<file path="src/rtl/seg_display_driver.sv">
// Seven-segment display back end: syncs the digit select, drives anodes,
// cathodes and decimal point with tear-free commits and anti-ghost blanking.
module seg_display_driver #(
    parameter int BLANK_CYCLES = 16
) (
    input  logic        clock_in,
    input  logic        reset,
    input  logic [1:0]  digit_sel,
    input  logic [15:0] data_in,
    input  logic [3:0]  dp_in,
    input  logic        load,
    input  logic        blank_lz,
    output logic [3:0]  anode,
    output logic [6:0]  cathode,
    output logic        dp_n,
    output logic        commit
);

    localparam logic [7:0] BLANK_LOAD = 8'(BLANK_CYCLES);

    // {dp[3:0], nibble3, nibble2, nibble1, nibble0}
    logic [19:0] shadow;
    logic [19:0] display;
    logic [19:0] disp_next;
    logic        pending;

    logic [1:0]  s1;
    logic [1:0]  s2;
    logic [1:0]  s3;
    logic        change;

    logic [1:0]  cur_digit;
    logic [7:0]  blank_cnt;

    logic [3:0]  nib;
    logic        dp_bit;
    logic        lz_blank;
    logic [6:0]  seg;

    // Active-low {g,f,e,d,c,b,a} pattern for one hex digit
    function automatic logic [6:0] hex_to_seg(input logic [3:0] v);
        logic [6:0] r;
        unique case (v)
            4'h0: r = 7'b1000000;
            4'h1: r = 7'b1111001;
            4'h2: r = 7'b0100100;
            4'h3: r = 7'b0110000;
            4'h4: r = 7'b0011001;
            4'h5: r = 7'b0010010;
            4'h6: r = 7'b0000010;
            4'h7: r = 7'b1111000;
            4'h8: r = 7'b0000000;
            4'h9: r = 7'b0010000;
            4'hA: r = 7'b0001000;
            4'hB: r = 7'b0000011;
            4'hC: r = 7'b1000110;
            4'hD: r = 7'b0100001;
            4'hE: r = 7'b0000110;
            default: r = 7'b0001110;
        endcase
        return r;
    endfunction

    assign change = (s2 != s3);

    // The frame boundary is the synchronized transition onto digit 0
    assign commit = change && (s2 == 2'd0) && pending;

    // Value the newly selected digit decodes from, including a same-cycle commit
    assign disp_next = commit ? shadow : display;

    // Two-flop synchronizer plus history flop for edge detection
    always_ff @(posedge clock_in or posedge reset) begin
        if (reset) begin
            s1 <= 2'd0;
            s2 <= 2'd0;
            s3 <= 2'd0;
        end else begin
            s1 <= digit_sel;
            s2 <= s1;
            s3 <= s2;
        end
    end

    // Shadow capture and pending flag; a load in the commit cycle re-arms pending
    always_ff @(posedge clock_in or posedge reset) begin
        if (reset) begin
            shadow  <= 20'd0;
            pending <= 1'b0;
        end else begin
            if (load) begin
                shadow <= {dp_in, data_in};
            end
            if (commit) begin
                pending <= load;
            end else if (load) begin
                pending <= 1'b1;
            end
        end
    end

    // Display register only moves at a frame boundary
    always_ff @(posedge clock_in or posedge reset) begin
        if (reset) begin
            display <= 20'd0;
        end else if (commit) begin
            display <= shadow;
        end
    end

    // Select nibble and decimal point of the digit being switched to
    always_comb begin
        nib    = disp_next[3:0];
        dp_bit = disp_next[16];
        unique case (s2)
            2'd0: begin
                nib    = disp_next[3:0];
                dp_bit = disp_next[16];
            end
            2'd1: begin
                nib    = disp_next[7:4];
                dp_bit = disp_next[17];
            end
            2'd2: begin
                nib    = disp_next[11:8];
                dp_bit = disp_next[18];
            end
            default: begin
                nib    = disp_next[15:12];
                dp_bit = disp_next[19];
            end
        endcase
    end

    // Leading-zero suppression: a digit blanks when it and all digits left of it are zero
    always_comb begin
        lz_blank = 1'b0;
        if (blank_lz) begin
            unique case (s2)
                2'd3: lz_blank = (disp_next[15:12] == 4'h0);
                2'd2: lz_blank = (disp_next[15:8] == 8'h00);
                2'd1: lz_blank = (disp_next[15:4] == 12'h000);
                default: lz_blank = 1'b0;
            endcase
        end
    end

    assign seg = lz_blank ? 7'b1111111 : hex_to_seg(nib);

    // Digit change: latch segments, kill anodes, start blank interval
    always_ff @(posedge clock_in or posedge reset) begin
        if (reset) begin
            cur_digit <= 2'd0;
            blank_cnt <= 8'd0;
            anode     <= 4'b1111;
            cathode   <= 7'b1111111;
            dp_n      <= 1'b1;
        end else if (change) begin
            cur_digit <= s2;
            blank_cnt <= BLANK_LOAD;
            anode     <= 4'b1111;
            cathode   <= seg;
            dp_n      <= ~dp_bit;
        end else if (blank_cnt != 8'd0) begin
            blank_cnt <= blank_cnt - 8'd1;
            if (blank_cnt == 8'd1) begin
                anode <= ~(4'b0001 << cur_digit);
            end
        end
    end

endmodule

</file>
<file path="config.mk">
export PLATFORM = sky130hd
export DESIGN_NAME = seg_display_driver
export DESIGN_NICKNAME = d
export VERILOG_FILES = /design/src/rtl/seg_display_driver.sv
export SDC_FILE = /design/constraint.sdc
export NUM_CORES = 1
export LEC_CHECK = 0
export CELL_PAD_IN_SITES_DETAIL_PLACEMENT = 0
export CELL_PAD_IN_SITES_GLOBAL_PLACEMENT = 1
export CORE_ASPECT_RATIO = 1.75
export CORE_MARGIN = 1.5
export CORE_UTILIZATION = 40
export DETAILED_ROUTE_END_ITERATION = 8
export GPL_TIMING_DRIVEN = 1
export PLACE_DENSITY = 0.85
export SETUP_SLACK_MARGIN = 0.02
export SKIP_CTS_REPAIR_TIMING = 1
export SYNTH_ARGS = -nofsm -noshare
export SYNTH_HDL_FRONTEND = slang
export SYNTH_SLANG_ARGS = --single-unit
</file>
<file path="constraint.sdc">
create_clock -name clock_in -period 2.4 [get_ports clock_in]
set_input_delay 0.24 -clock clock_in [delete_from_list [all_inputs] [get_ports clock_in]]
set_output_delay 0.24 -clock clock_in [all_outputs]
set_load 0.005 [all_outputs]
</file>
After elaboration in Yosys (flattened, before gate mapping)
Memories as Yosys holds them, arrays and structs flattened. Index checks and enable logic that the tools add are counted. Widths: inputs -> output; s select.

Flip-flop bits (word level): 69. Bits in read-only memories: 112. Bits of input ports: 26. Output and inout port bits: 13. Word-level logic and storage cells: 45. Memories: 1.

Memory list: (name not given) (words 16, width 7, read ports 1, clocked after Yosys merged registers in 0, wr ports 0, line 43) `unique case (v)`.

Add/subtract/negate cells: 1. Eq/ne operators: 5. Shift-type cells: 1. Muxes and demuxes: 13. Bitwise logic cells: 2. Reduce and logical (&&, ||, !) cells: 11.

Operator list (count): $mux 20 (1); $mux 8 (2); $logic_not 12->1 (1); $mux 4 (3); $pmux 4 s3 (1); $eq 8x1->1 const B (1); $logic_not 8->1 (1); $reduce_bool 8->1 (1); $sub 8x1->8 const B (1); $mux 7 (1); $pmux 1 s3 (2); $reduce_bool 2->1 (3); $eq 2x2->1 const B (2); $logic_not 4->1 (1); $not 4->4 (1); $shl 1x2->4 const A (1); $mux 1 (3); $eq 2x1->1 const B (1); $logic_and 1x1->1 (2); $logic_not 2->1 (1); $ne 2x2->1 (1); $reduce_and 2->1 (1); $not 1->1 (1).

Longest topological paths before layout
Word-level depth: 8. Depth in mapped cells: 9. Mapped depth without buffers: 8.

Worst setup path after synthesis
No wires, ideal clock.

Path kind: flip-flop to flip-flop. Start: reg s2[1]. End: reg cathode[0]. Library setup time: 0.084 ns. Data arrival time: 2.192 ns. Required time: 2.316 ns. Setup slack: 0.124 ns. Stages on the path, launching flop included: 10. Path buffers: 1. Path through: dfrtp_1 buf_2 mux2i_1 a21oi_1 a211oi_1 inv_1 ha_1 mux2_2 a22oi_1 a21oi_1.

Longest elaborated chain between the ends: 8.

RTL lines: from (decl) (line 28) `logic [1:0] s2;`; from (signal assigned) (line 76) `s2 <= 2'd0;`; from (signal assigned) (line 80) `s2 <= s1;`; branches (longest 8 deep; another with $mem_v2 16x7); to (signal assigned) (line 162) `cathode <= seg;`; to (decl) (line 14) `output logic [6:0] cathode,`.

Parallel ways; which one is timed is not known. A chain may end at the register's enable or synchronous reset.

Worst setup path after layout
Start: reg s2[1]. End: out commit.

Longest elaborated chain between the ends: 3.

RTL lines: $ne 2x2->1 / $logic_not 2->1 (equally long branches) (line 64, 67); $logic_and 1x1->1 (*) (2 in a row) (line 67) `assign commit = change && (s2 == 2'd0) && pending;`; to (decl) (line 16) `output logic commit`.

Every way passes the cells marked *; elsewhere a longest branch is shown, timed or not.

==> run summary <==
Post-DP Area: 3689 um^2
Post-synthesis sequential area ratio: 0.5539
VDD IR-drop max: 0.0005839 V
Gr usage total: 0.1617
Startpoint types: register
Relative slew margins: 0.6466
GRT overflow: 0
Synth Area in Adders: 0.02786
Final hold slack: 0.2621 ns
Ranking of synthesized cells by area: dfrtp_1 (45%), mux2_2 (16%), dfstp_2 (10%)
First-pass GRT wire length: 10430 um
Status: finished clean
Post-DP HPWL: 4313 um
Fin crit share: 0.9474
Pwr Density: 937.5 nW/um^2
Root buffer cell: clkbuf_16
PortBufs: 38
Post-Syn Area: 3144 um^2
Synth Flop Type: dfrtp_1
Post-synth cell types: 42
Synth async-reset ratio: 1.000
Post-Synth Simple-Gate Area: 0.1106
Drt drc: 0
Finished Layout Cells: 402
EDFF count, synth: 0
Synth-to-Final Area Change: 30.44%
Complex-gate fraction of the synthesized area: 0.08038
Vias per cell: 5.323
FILL cells: 668
Synth top area share: 0.4536
Fin. max-slew vios: 0
Routed len/inst: 15.50 um
Yosys warns: 0
Final setup viols: 0
Crit path max fanout: 12
FF+latch count, synth: 69
Ant diodes: 0
Clk_lat worst skew: 0.33 ns
Pleak: 1.711 nW
Combinational share of power: 0.196
Dpl ws: 0.08048 ns
Cell area after layout: 4101 um^2
Minimum clock period: 2.274 ns
Leading area contributor after synthesis: dfrtp_1
Die W: 70.02 um
Largest family of logic cells by synthesized area: multiplexers
Clock Power Share: 0.403
Share of power burned in registers: 0.401
Vias in the first global route: 2189
Critical Path Sink Type: output port
Iteration-0 DRC Markers: 140
Setup tns final: 0 ns
Core box area: 7567 um^2
Vias: 2140
Fmax: 439.8 MHz
Routability Congestion: 0.8216
Reg area: 1742 um^2
Power Total: 3.845 mW
TritonCTS Buffers: 9
Switching pwr: 0.9508 mW
Initial antenna violation count: 0
Area occupied by multi-input gates: 1378 um^2
Share of cells above drive strength 1: 0.3185
Hold Path Class: in -> async
CP required: 2.16 ns
Multiplexer share of the synthesized area: 0.1914
Router iterations before antenna repair: 4
Final Hold Fails: 0
DRT antenna net count: 0
Cell Rows: 42
Maxcap violations: 0
WP data arrival: 2.03 ns
Core Util, Final: 0.5420
Die height: 120.3 um
CP Class: reg -> out
Final wirelength: 6231 um
Net count, final: 342
CTS Buffer Depth: 2
Htree depth: 3
Final worst slack: 0.1263 ns
Fin Clk Skew: 0.006482 ns
Pin count of the biggest net entering global routing: 47
Clock transition at the registers of the reported paths: 0.06 ns
CTS sink cnt: 69
Placed insts: 384
Die ar.: 8422 um^2
Starting Density: 0.4155
Transition time at the pin with the least slew margin: 0.5288 ns
Post-Synth XOR/XNOR Area: 0.01114
RSZ-0062 raised after global routing: false
Cells after Synth: 257
Syn_area_per_cell: 12.23 um^2
Post-Syn Nets: 290
Io pins: 39
Pint: 2.894 mW
Sw Ratio: 0.2473
CTS tree: yes
==> worst paths after layout <==
path | startpoint | slack (ns) | end | cells past startpoint
max in group asynchronous | reset | 1.46 | cathode[1]$_DFFE_PP1N_ | 3
min in group clock_in | digit_sel[0] | 0.35 | s1[0]$_DFF_PP0_ | 1
setup / recovery | s2[1]$_DFF_PP0_ | 0.13 | commit | 4
hold / removal | reset | 0.26 | blank_cnt[4]$_DFFE_PP0P_ | 2
hold reg to reg | s1[1]$_DFF_PP0_ | 0.35 | s2[1]$_DFF_PP0_ | 0
setup reg to reg | s3[0]$_DFF_PP0_ | 0.17 | cathode[3]$_DFFE_PP1N_ | 6
==> placed cells by master, fill, tap and decap left out, types with 5 or more instances in the layout <==
| master | instances |
|---|---|
| dfrtp_1 | 57 |
| mux2_2 | 44 |
| clkdlybuf4s50_1 | 38 |
| nor2_1 | 18 |
| nand2_1 | 15 |
| a21oi_1 | 13 |
| dfstp_2 | 12 |
| buf_4 | 12 |
| clkbuf_16 | 9 |
| o21ai_0 | 8 |
| ha_1 | 7 |
| a31oi_1 | 6 |
| nand3b_1 | 5 |
| inv_1 | 5 |
| mux2i_1 | 5 |
==> power groups by stage <==
| stage | clock, mW | combinational [mW] | sequential, mW |
|---|---|---|---|
| after detailed placement | 0 | 0.726 | 1.56 |
| final | 1.55 | 0.752 | 1.54 |
| after global placement | 0 | 0.712 | 1.55 |
| after CTS | 1.58 | 0.732 | 1.54 |
| after global routing | 1.63 | 0.839 | 1.58 |
| after floorplan | 0 | 0.475 | 1.51 |
==> flip-flops by register name, indices dropped and copies added, names as in the netlist <==
register,cells
dp_n,1
s2,2
s1,2
s3,2
display,20
cathode,7
shadow,20
blank_cnt,8
cur_digit,2
anode,4
pending,1
==> critical path, stage by stage (launching register included) <==
cell	delay, ns
dfrtp_1	0.46
buf_4	0.22
nor3_4	0.24
buf_4	0.25
clkdlybuf4s50_1	0.53
==> cells by family after synthesis <==
logic type | Yosys count
and+or+nand+nor | 67
xor gates and xnor gates | 4
buffers and inverters | 17
DFF | 69
adders and majority gates | 7
muxes | 52
AOI/OAI and AO/OA | 41
==> cell type report <==
| class | instances | area share |
|---|---|---|
| Clock inverter | 5 | 0.02593 |
| Timing Repair Buffer | 51 | 0.1196 |
| Sequential cell | 69 | 0.4246 |
| Clock buffer | 11 | 0.06162 |
| Multi-Input combinational cell | 172 | 0.3359 |
| Inverter | 6 | 0.005491 |
| Tap cell | 88 | 0.02685 |
==> metal layers <==
layer  global-route usage  vias to the layer above  wire length (um)
li1                     -                     1030                 -
met1               0.1794                     1053              2484
met2               0.2792                       42              3339
met3              0.03833                       15               213
met4              0.09375                        0               193
met5                    0                        -                 0
==> synthesized netlist by cell type (5+ instances only) <==
| library cell | n |
|---|---|
| a31oi_1 | 6 |
| inv_1 | 6 |
| mux2i_1 | 5 |
| o21ai_0 | 8 |
| clkbuf_1 | 7 |
| mux2_2 | 44 |
| nand2_1 | 15 |
| dfstp_2 | 12 |
| nor2_1 | 19 |
| a21oi_1 | 13 |
| ha_1 | 7 |
| dfrtp_1 | 57 |
| nand3b_1 | 5 |
Note: power is estimated with default switching activity, not from simulation.
